File: config.mk
export PLATFORM = sky130hd
export DESIGN_NAME = inst_queue_ctrl_flat
export DESIGN_NICKNAME = d
export VERILOG_FILES = /design/src/rtl/inst_queue_if.sv /design/src/rtl/inst_queue_ctrl.sv /design/src/flat_wrapper.sv
export SDC_FILE = /design/constraint.sdc
export NUM_CORES = 1
export LEC_CHECK = 0
export ABC_AREA = 1
export ABC_CLOCK_PERIOD_IN_PS = 3100
export CORE_ASPECT_RATIO = 2
export CORE_MARGIN = 2
export CORE_UTILIZATION = 28
export CTS_CLUSTER_DIAMETER = 80
export DETAILED_ROUTE_END_ITERATION = 6
export PLACE_DENSITY_LB_ADDON = 0.2
export SYNTH_ARGS = -nofsm -noshare
export SYNTH_HDL_FRONTEND = slang
export SYNTH_SLANG_ARGS = --single-unit
File: constraint.sdc
create_clock -name clk -period 3.1 [get_ports clk]
set_input_delay 0.465 -clock clk [delete_from_list [all_inputs] [get_ports clk]]
set_output_delay 0.465 -clock clk [all_outputs]
set_load 0.005 [all_outputs]
File: src/rtl/inst_queue_if.sv
// Handshake and RAM-port bundle between the instruction queue controller,
// the fetch/decode stages and the 64x48 distributed RAM.
interface inst_queue_if #(
    parameter int AW = 6,
    parameter int DW = 48
);
    logic          flush;
    logic          in_valid;
    logic [DW-1:0] in_data;
    logic          in_ready;
    logic          almost_full;
    logic          out_valid;
    logic [DW-1:0] out_data;
    logic          out_ready;
    logic [AW-1:0] mem_a;
    logic [DW-1:0] mem_d;
    logic          mem_we;
    logic [AW-1:0] mem_dpra;
    logic [DW-1:0] mem_dpo;
    logic [AW:0]   count;

    modport slave (
        input  flush, in_valid, in_data, out_ready, mem_dpo,
        output in_ready, almost_full, out_valid, out_data,
               mem_a, mem_d, mem_we, mem_dpra, count
    );

    modport master (
        output flush, in_valid, in_data, out_ready, mem_dpo,
        input  in_ready, almost_full, out_valid, out_data,
               mem_a, mem_d, mem_we, mem_dpra, count
    );
endinterface

File: src/rtl/inst_queue_ctrl.sv
// Circular-FIFO controller wrapping the fetch->decode instruction RAM:
// pointer/occupancy bookkeeping, handshakes, almost-full stall and flush.
module inst_queue_ctrl #(
    parameter int AW        = 6,
    parameter int DW        = 48,
    parameter int AF_THRESH = 60
) (
    input  logic         clk,
    input  logic         rst,
    inst_queue_if.slave  q
);
    localparam int            DEPTH    = 2 ** AW;
    localparam logic [AW:0]   FULL_C   = (AW+1)'(DEPTH);
    localparam logic [AW:0]   AF_C     = (AW+1)'(AF_THRESH);
    localparam logic [AW:0]   CNT_ZERO = (AW+1)'(32'd0);
    localparam logic [AW:0]   CNT_ONE  = (AW+1)'(32'd1);
    localparam logic [AW-1:0] PTR_ZERO = AW'(32'd0);
    localparam logic [AW-1:0] PTR_ONE  = AW'(32'd1);

    logic [AW-1:0] wr_ptr_r, wr_ptr_s;
    logic [AW-1:0] rd_ptr_r, rd_ptr_s;
    logic [AW:0]   cnt_r, cnt_s;
    logic          in_ready_s;
    logic          out_valid_s;
    logic          push_s;
    logic          pop_s;

    // Flow control looks only at the occupancy register, so in_ready never
    // depends on out_ready and no ready-to-ready path exists.
    assign in_ready_s  = (cnt_r != FULL_C);
    assign out_valid_s = (cnt_r != CNT_ZERO);
    assign push_s      = q.in_valid  & in_ready_s  & ~q.flush;
    assign pop_s       = q.out_ready & out_valid_s & ~q.flush;

    assign q.in_ready    = in_ready_s;
    assign q.out_valid   = out_valid_s;
    assign q.almost_full = (cnt_r >= AF_C);
    assign q.count       = cnt_r;
    assign q.mem_a       = wr_ptr_r;
    assign q.mem_d       = q.in_data;
    assign q.mem_we      = push_s;
    assign q.mem_dpra    = rd_ptr_r;
    assign q.out_data    = q.mem_dpo;

    // Next-state: flush wins over any push/pop; pointers wrap naturally at DEPTH.
    always_comb begin
        wr_ptr_s = wr_ptr_r;
        rd_ptr_s = rd_ptr_r;
        cnt_s    = cnt_r;
        if (q.flush) begin
            wr_ptr_s = PTR_ZERO;
            rd_ptr_s = PTR_ZERO;
            cnt_s    = CNT_ZERO;
        end else begin
            if (push_s) begin
                wr_ptr_s = wr_ptr_r + PTR_ONE;
            end else begin
                wr_ptr_s = wr_ptr_r;
            end
            if (pop_s) begin
                rd_ptr_s = rd_ptr_r + PTR_ONE;
            end else begin
                rd_ptr_s = rd_ptr_r;
            end
            case ({push_s, pop_s})
                2'b10:   cnt_s = cnt_r + CNT_ONE;
                2'b01:   cnt_s = cnt_r - CNT_ONE;
                default: cnt_s = cnt_r;
            endcase
        end
    end

    // State registers with asynchronous clear.
    always_ff @(posedge clk or posedge rst) begin
        if (rst) begin
            wr_ptr_r <= PTR_ZERO;
            rd_ptr_r <= PTR_ZERO;
            cnt_r    <= CNT_ZERO;
        end else begin
            wr_ptr_r <= wr_ptr_s;
            rd_ptr_r <= rd_ptr_s;
            cnt_r    <= cnt_s;
        end
    end
endmodule

File: src/flat_wrapper.sv
// flat-port wrapper written by rule: the top's interface ports become plain ports
module inst_queue_ctrl_flat 
#(
    parameter int AW        = 6,
    parameter int DW        = 48,
    parameter int AF_THRESH = 60
)
  (clk, rst, q_flush, q_in_valid, q_in_data, q_out_ready, q_mem_dpo, q_in_ready, q_almost_full, q_out_valid, q_out_data, q_mem_a, q_mem_d, q_mem_we, q_mem_dpra, q_count);
  inst_queue_if #(.AW(AW), .DW(DW)) q_i ();
  input  logic clk;
  input  logic rst;
  input wire logic [$bits(q_i.flush)-1:0] q_flush;
  input wire logic [$bits(q_i.in_valid)-1:0] q_in_valid;
  input wire logic [$bits(q_i.in_data)-1:0] q_in_data;
  input wire logic [$bits(q_i.out_ready)-1:0] q_out_ready;
  input wire logic [$bits(q_i.mem_dpo)-1:0] q_mem_dpo;
  output wire logic [$bits(q_i.in_ready)-1:0] q_in_ready;
  output wire logic [$bits(q_i.almost_full)-1:0] q_almost_full;
  output wire logic [$bits(q_i.out_valid)-1:0] q_out_valid;
  output wire logic [$bits(q_i.out_data)-1:0] q_out_data;
  output wire logic [$bits(q_i.mem_a)-1:0] q_mem_a;
  output wire logic [$bits(q_i.mem_d)-1:0] q_mem_d;
  output wire logic [$bits(q_i.mem_we)-1:0] q_mem_we;
  output wire logic [$bits(q_i.mem_dpra)-1:0] q_mem_dpra;
  output wire logic [$bits(q_i.count)-1:0] q_count;
  assign q_i.flush = q_flush;
  assign q_i.in_valid = q_in_valid;
  assign q_i.in_data = q_in_data;
  assign q_i.out_ready = q_out_ready;
  assign q_i.mem_dpo = q_mem_dpo;
  assign q_in_ready = q_i.in_ready;
  assign q_almost_full = q_i.almost_full;
  assign q_out_valid = q_i.out_valid;
  assign q_out_data = q_i.out_data;
  assign q_mem_a = q_i.mem_a;
  assign q_mem_d = q_i.mem_d;
  assign q_mem_we = q_i.mem_we;
  assign q_mem_dpra = q_i.mem_dpra;
  assign q_count = q_i.count;
  inst_queue_ctrl #(.AW(AW), .DW(DW), .AF_THRESH(AF_THRESH)) u_core (.clk(clk), .rst(rst), .q(q_i));
endmodule
==> impl_metrics.csv <==
group,metric,value,unit
outcome,status,"complete, no violations",
floorplanning,die_area,0.007620,mm^2
synth,netlist_area,0.001932,mm^2
cts,cts_buffers,3,
synth,synth-main-ff-cell,"dfrtp_1",
worst_hold_path,worstHoldStart,"u_core.q.mem_dpra[5]",
worst_hold_path,whs_path_depth,2,
sta,setup_violations,0,
route,first_iter_violations,31,
synth,syn_area_per_cell,7.821,um^2
cts,htree_levels,1,
sta,finalSetupTns,0,ns
cts,cts_resized,0,
route,drc,0,
cells_and_area,n_antenna_cell,0,
critical_path,slowest_delay,0.46,ns
cts,cts_tree,"done",
pwr,ir_drop,0.1663,mV
synth,synth_top_area_share,37.31,%
critical_path,r2r_end,"u_core.q.count[3]",
cts,postCtsHoldBufs,0,
synth,synthTopCellsByArea,"buf_4, dfrtp_1, nand2_1",
pwr,p_total,1291,uW
cells_and_area,layout.cells.most_common,"nand2_1",
cells_and_area,drive_gt1_share,10.38,%
worst_hold_path,holdPathEnd,"u_core.q.mem_dpra[5]",
critical_path,cp.buffers_inverters,1,
critical_path,reg2reg_slack,0.65,ns
sta,timing.fmax,407.5,MHz
synth,ys_seq_area_share,24.61,%
job,maxCapViolCount,0,
cts,cts_setup_buffers,0,
placement,dp_hpwl,3929,um
critical_path,reg2reg_depth,10,
critical_path,reg2reg_from,"u_core.q.count[1]",
cells_and_area,area_growth,-13.02,%
global_routing,grt_pass1_vias,1358,
global_routing,overflow,0,
synth,async_flop_share,100.0,%
route,drt-total-wl,4838,um
synth,yosysTopAreaCell,"buf_4",
sta,timing.slew.headroom,45.31,%
cts,path_clk_slew,0.06,ns
floorplanning,rows,42,
cts,cts_root_buf,"clkbuf_16",
route,vias_per_cell,4.701,
critical_path,path_max_fanout,9,
route,dr.pass1.iters,4,
synth,synth_warnings,0,
cells_and_area,fin_nets,293,
global_routing,grt_usage,13.00,%
cells_and_area,instances_no_fill,271,
cts,worstSkewPairLatency,0.25,ns
placement,portBuffers,27,
cells_and_area,most-common-layout-cells,"nand2_1, clkdlybuf4s50_1, inv_1",
route,vias,1274,
cts,ctsLongestPathBuffers,2,
global_routing,grt_max_degree,20,
critical_path,critPathRequiredTime,3.24,ns
floorplanning,initial_core_util,28.95,%
route,postRouteAntennaNets,0,
critical_path,critical_path_class,"reg -> reg",
sta,grt_setup_unrepaired,"false",
pwr,p_leak,0.0007530,uW
critical_path,endpoint_kind,"flop",
sta,fin_worst_skew,0.003934,ns
cells_and_area,fill_cells,765,
synth,synth_cell_type_count,29,
critical_path,cp_top_family,"compound AO/OA/AOI/OAI gates",
critical_path,cpMaxStageDelayCell,"dfrtp_1",
global_routing,grt_pass1_wl,7286,um
placement,gp_congestion,0.7768,
synth,ys_seq_elements,19,
sta,finalCritPeriodShare,79.16,%
critical_path,cp-start-kind,"flop",
pwr,p_per_area,768.1,mW/mm^2
sta,slew_violations,0,
synth,synthesis.nets,356,
sta,tightest_slew,0.8194,ns
synth,synthCells,247,
route,avgRoutedWirePerCell,17.85,um
critical_path,cp_cell_sequence,"nor2_1 > nand2_2 > o21ai_4 > nand3_1 > inv_1 > ha_1 > a21o_1 > a31oi_1 > xor2_1 > o22ai_1",
floorplanning,ios,220,
worst_hold_path,min_path_type,"reg -> reg",
floorplanning,coreArea,0.006674,mm^2
global_routing,antenna_found_initial,0,
placement,placed_cells,267,
sta,hold_violations,0,
floorplanning,die_w,62.74,um
critical_path,worstPathArrival,2.59,ns
sta,period_needed,2.454,ns
floorplanning,fp.dieH,121.5,um
synth,synth_edf_count,0,
cts,cts_sinks,19,
[routing by layer]
metal | GRT usage (%) | wire length, um | up-vias
met1 | 8.696 | 1220 | 576
met2 | 26.41 | 2832 | 71
li1 | - | - | 562
met3 | 1.948 | 342 | 65
met5 | 0 | 0 | -
met4 | 14.58 | 442 | 0
[flip-flops by register name, indices dropped and copies added (netlist names)]
name and cells:
u_core.q.count 7, u_core.q.mem_a 6, u_core.q.mem_dpra 6
[stage by stage]
step / setup WS [ns] / area [um^2] / utilization [%] / hold slack, ns
floorplan: 0.8968 / 1932 / - / 0.4161
global placement: 0.5006 / 1602 / 24.00 / 0.5261
detailed placement: 0.4973 / 1602 / 24.00 / 0.5333
CTS: 0.6161 / 1680 / 25.18 / 0.5485
global route: 0.3706 / 1680 / 25.18 / 0.5938
finish: 0.6461 / 1680 / 25.18 / 0.5446
[how the worst max path moves through the flow]
| stage | startpoint | to | slack (ns) | depth (start not counted) |
|---|---|---|---|---|
| after floorplan | u_core.q.count[0] | u_core.q.count[3] | 0.90 | 10 |
| after global placement | q_out_ready | u_core.q.count[3] | 0.50 | 10 |
| after detailed placement | q_out_ready | u_core.q.count[3] | 0.50 | 10 |
| after CTS | u_core.q.count[1] | u_core.q.count[3] | 0.62 | 10 |
| after global routing | u_core.q.count[1] | u_core.q.count[6] | 0.37 | 13 |
| final | u_core.q.count[1] | u_core.q.count[3] | 0.65 | 10 |
[final cells by class]
| class | count | area [um^2] | area share (%) |
|---|---|---|---|
| Sequential cell | 19 | 475.5 | 28.29 |
| Clock buffer | 4 | 78.83 | 4.691 |
| Timing Repair Buffer | 29 | 285.3 | 16.98 |
| Inverter | 23 | 86.33 | 5.138 |
| Tap cell | 88 | 110.1 | 6.553 |
| Multi-Input combinational cell | 108 | 644.4 | 38.35 |
[kinds of logic after synthesis]
family	Yosys count	share of synthesized area, %
buf+inv	120	42.03
compound gates	26	9.132
simple gates	69	16.26
flops	19	24.61
xor+xnor	4	1.814
fa+ha+maj	8	5.570
mux	1	0.5829
[Yosys cell counts (2+ instances only)]
cell type / n
nand2_1: 29
nor2_2: 3
nand4_1: 2
nand2_2: 2
o21ai_4: 2
xnor2_1: 3
a21oi_1: 7
o22ai_1: 4
o21ai_0: 7
a22o_1: 2
dfrtp_1: 19
inv_1: 21
inv_2: 2
nand3_1: 11
nor2_1: 14
buf_4: 96
nor3_1: 5
ha_1: 7
[where the power goes]
part | total, uW | switching [uW] | internal [uW]
registers | 373 | 73.5 | 299
clock network | 277 | 101 | 175
logic | 641 | 347 | 294
total | 1290 | 522 | 769
[tightest hold or removal path, delay by kind of cell (launching register included)]
kind | cells | cell delay, ns
DFF | 1 | 0.36
and+or+nand+nor | 1 | 0.09
AOI/OAI and AO/OA | 1 | 0.05
Power figures use the tool's default switching activity.
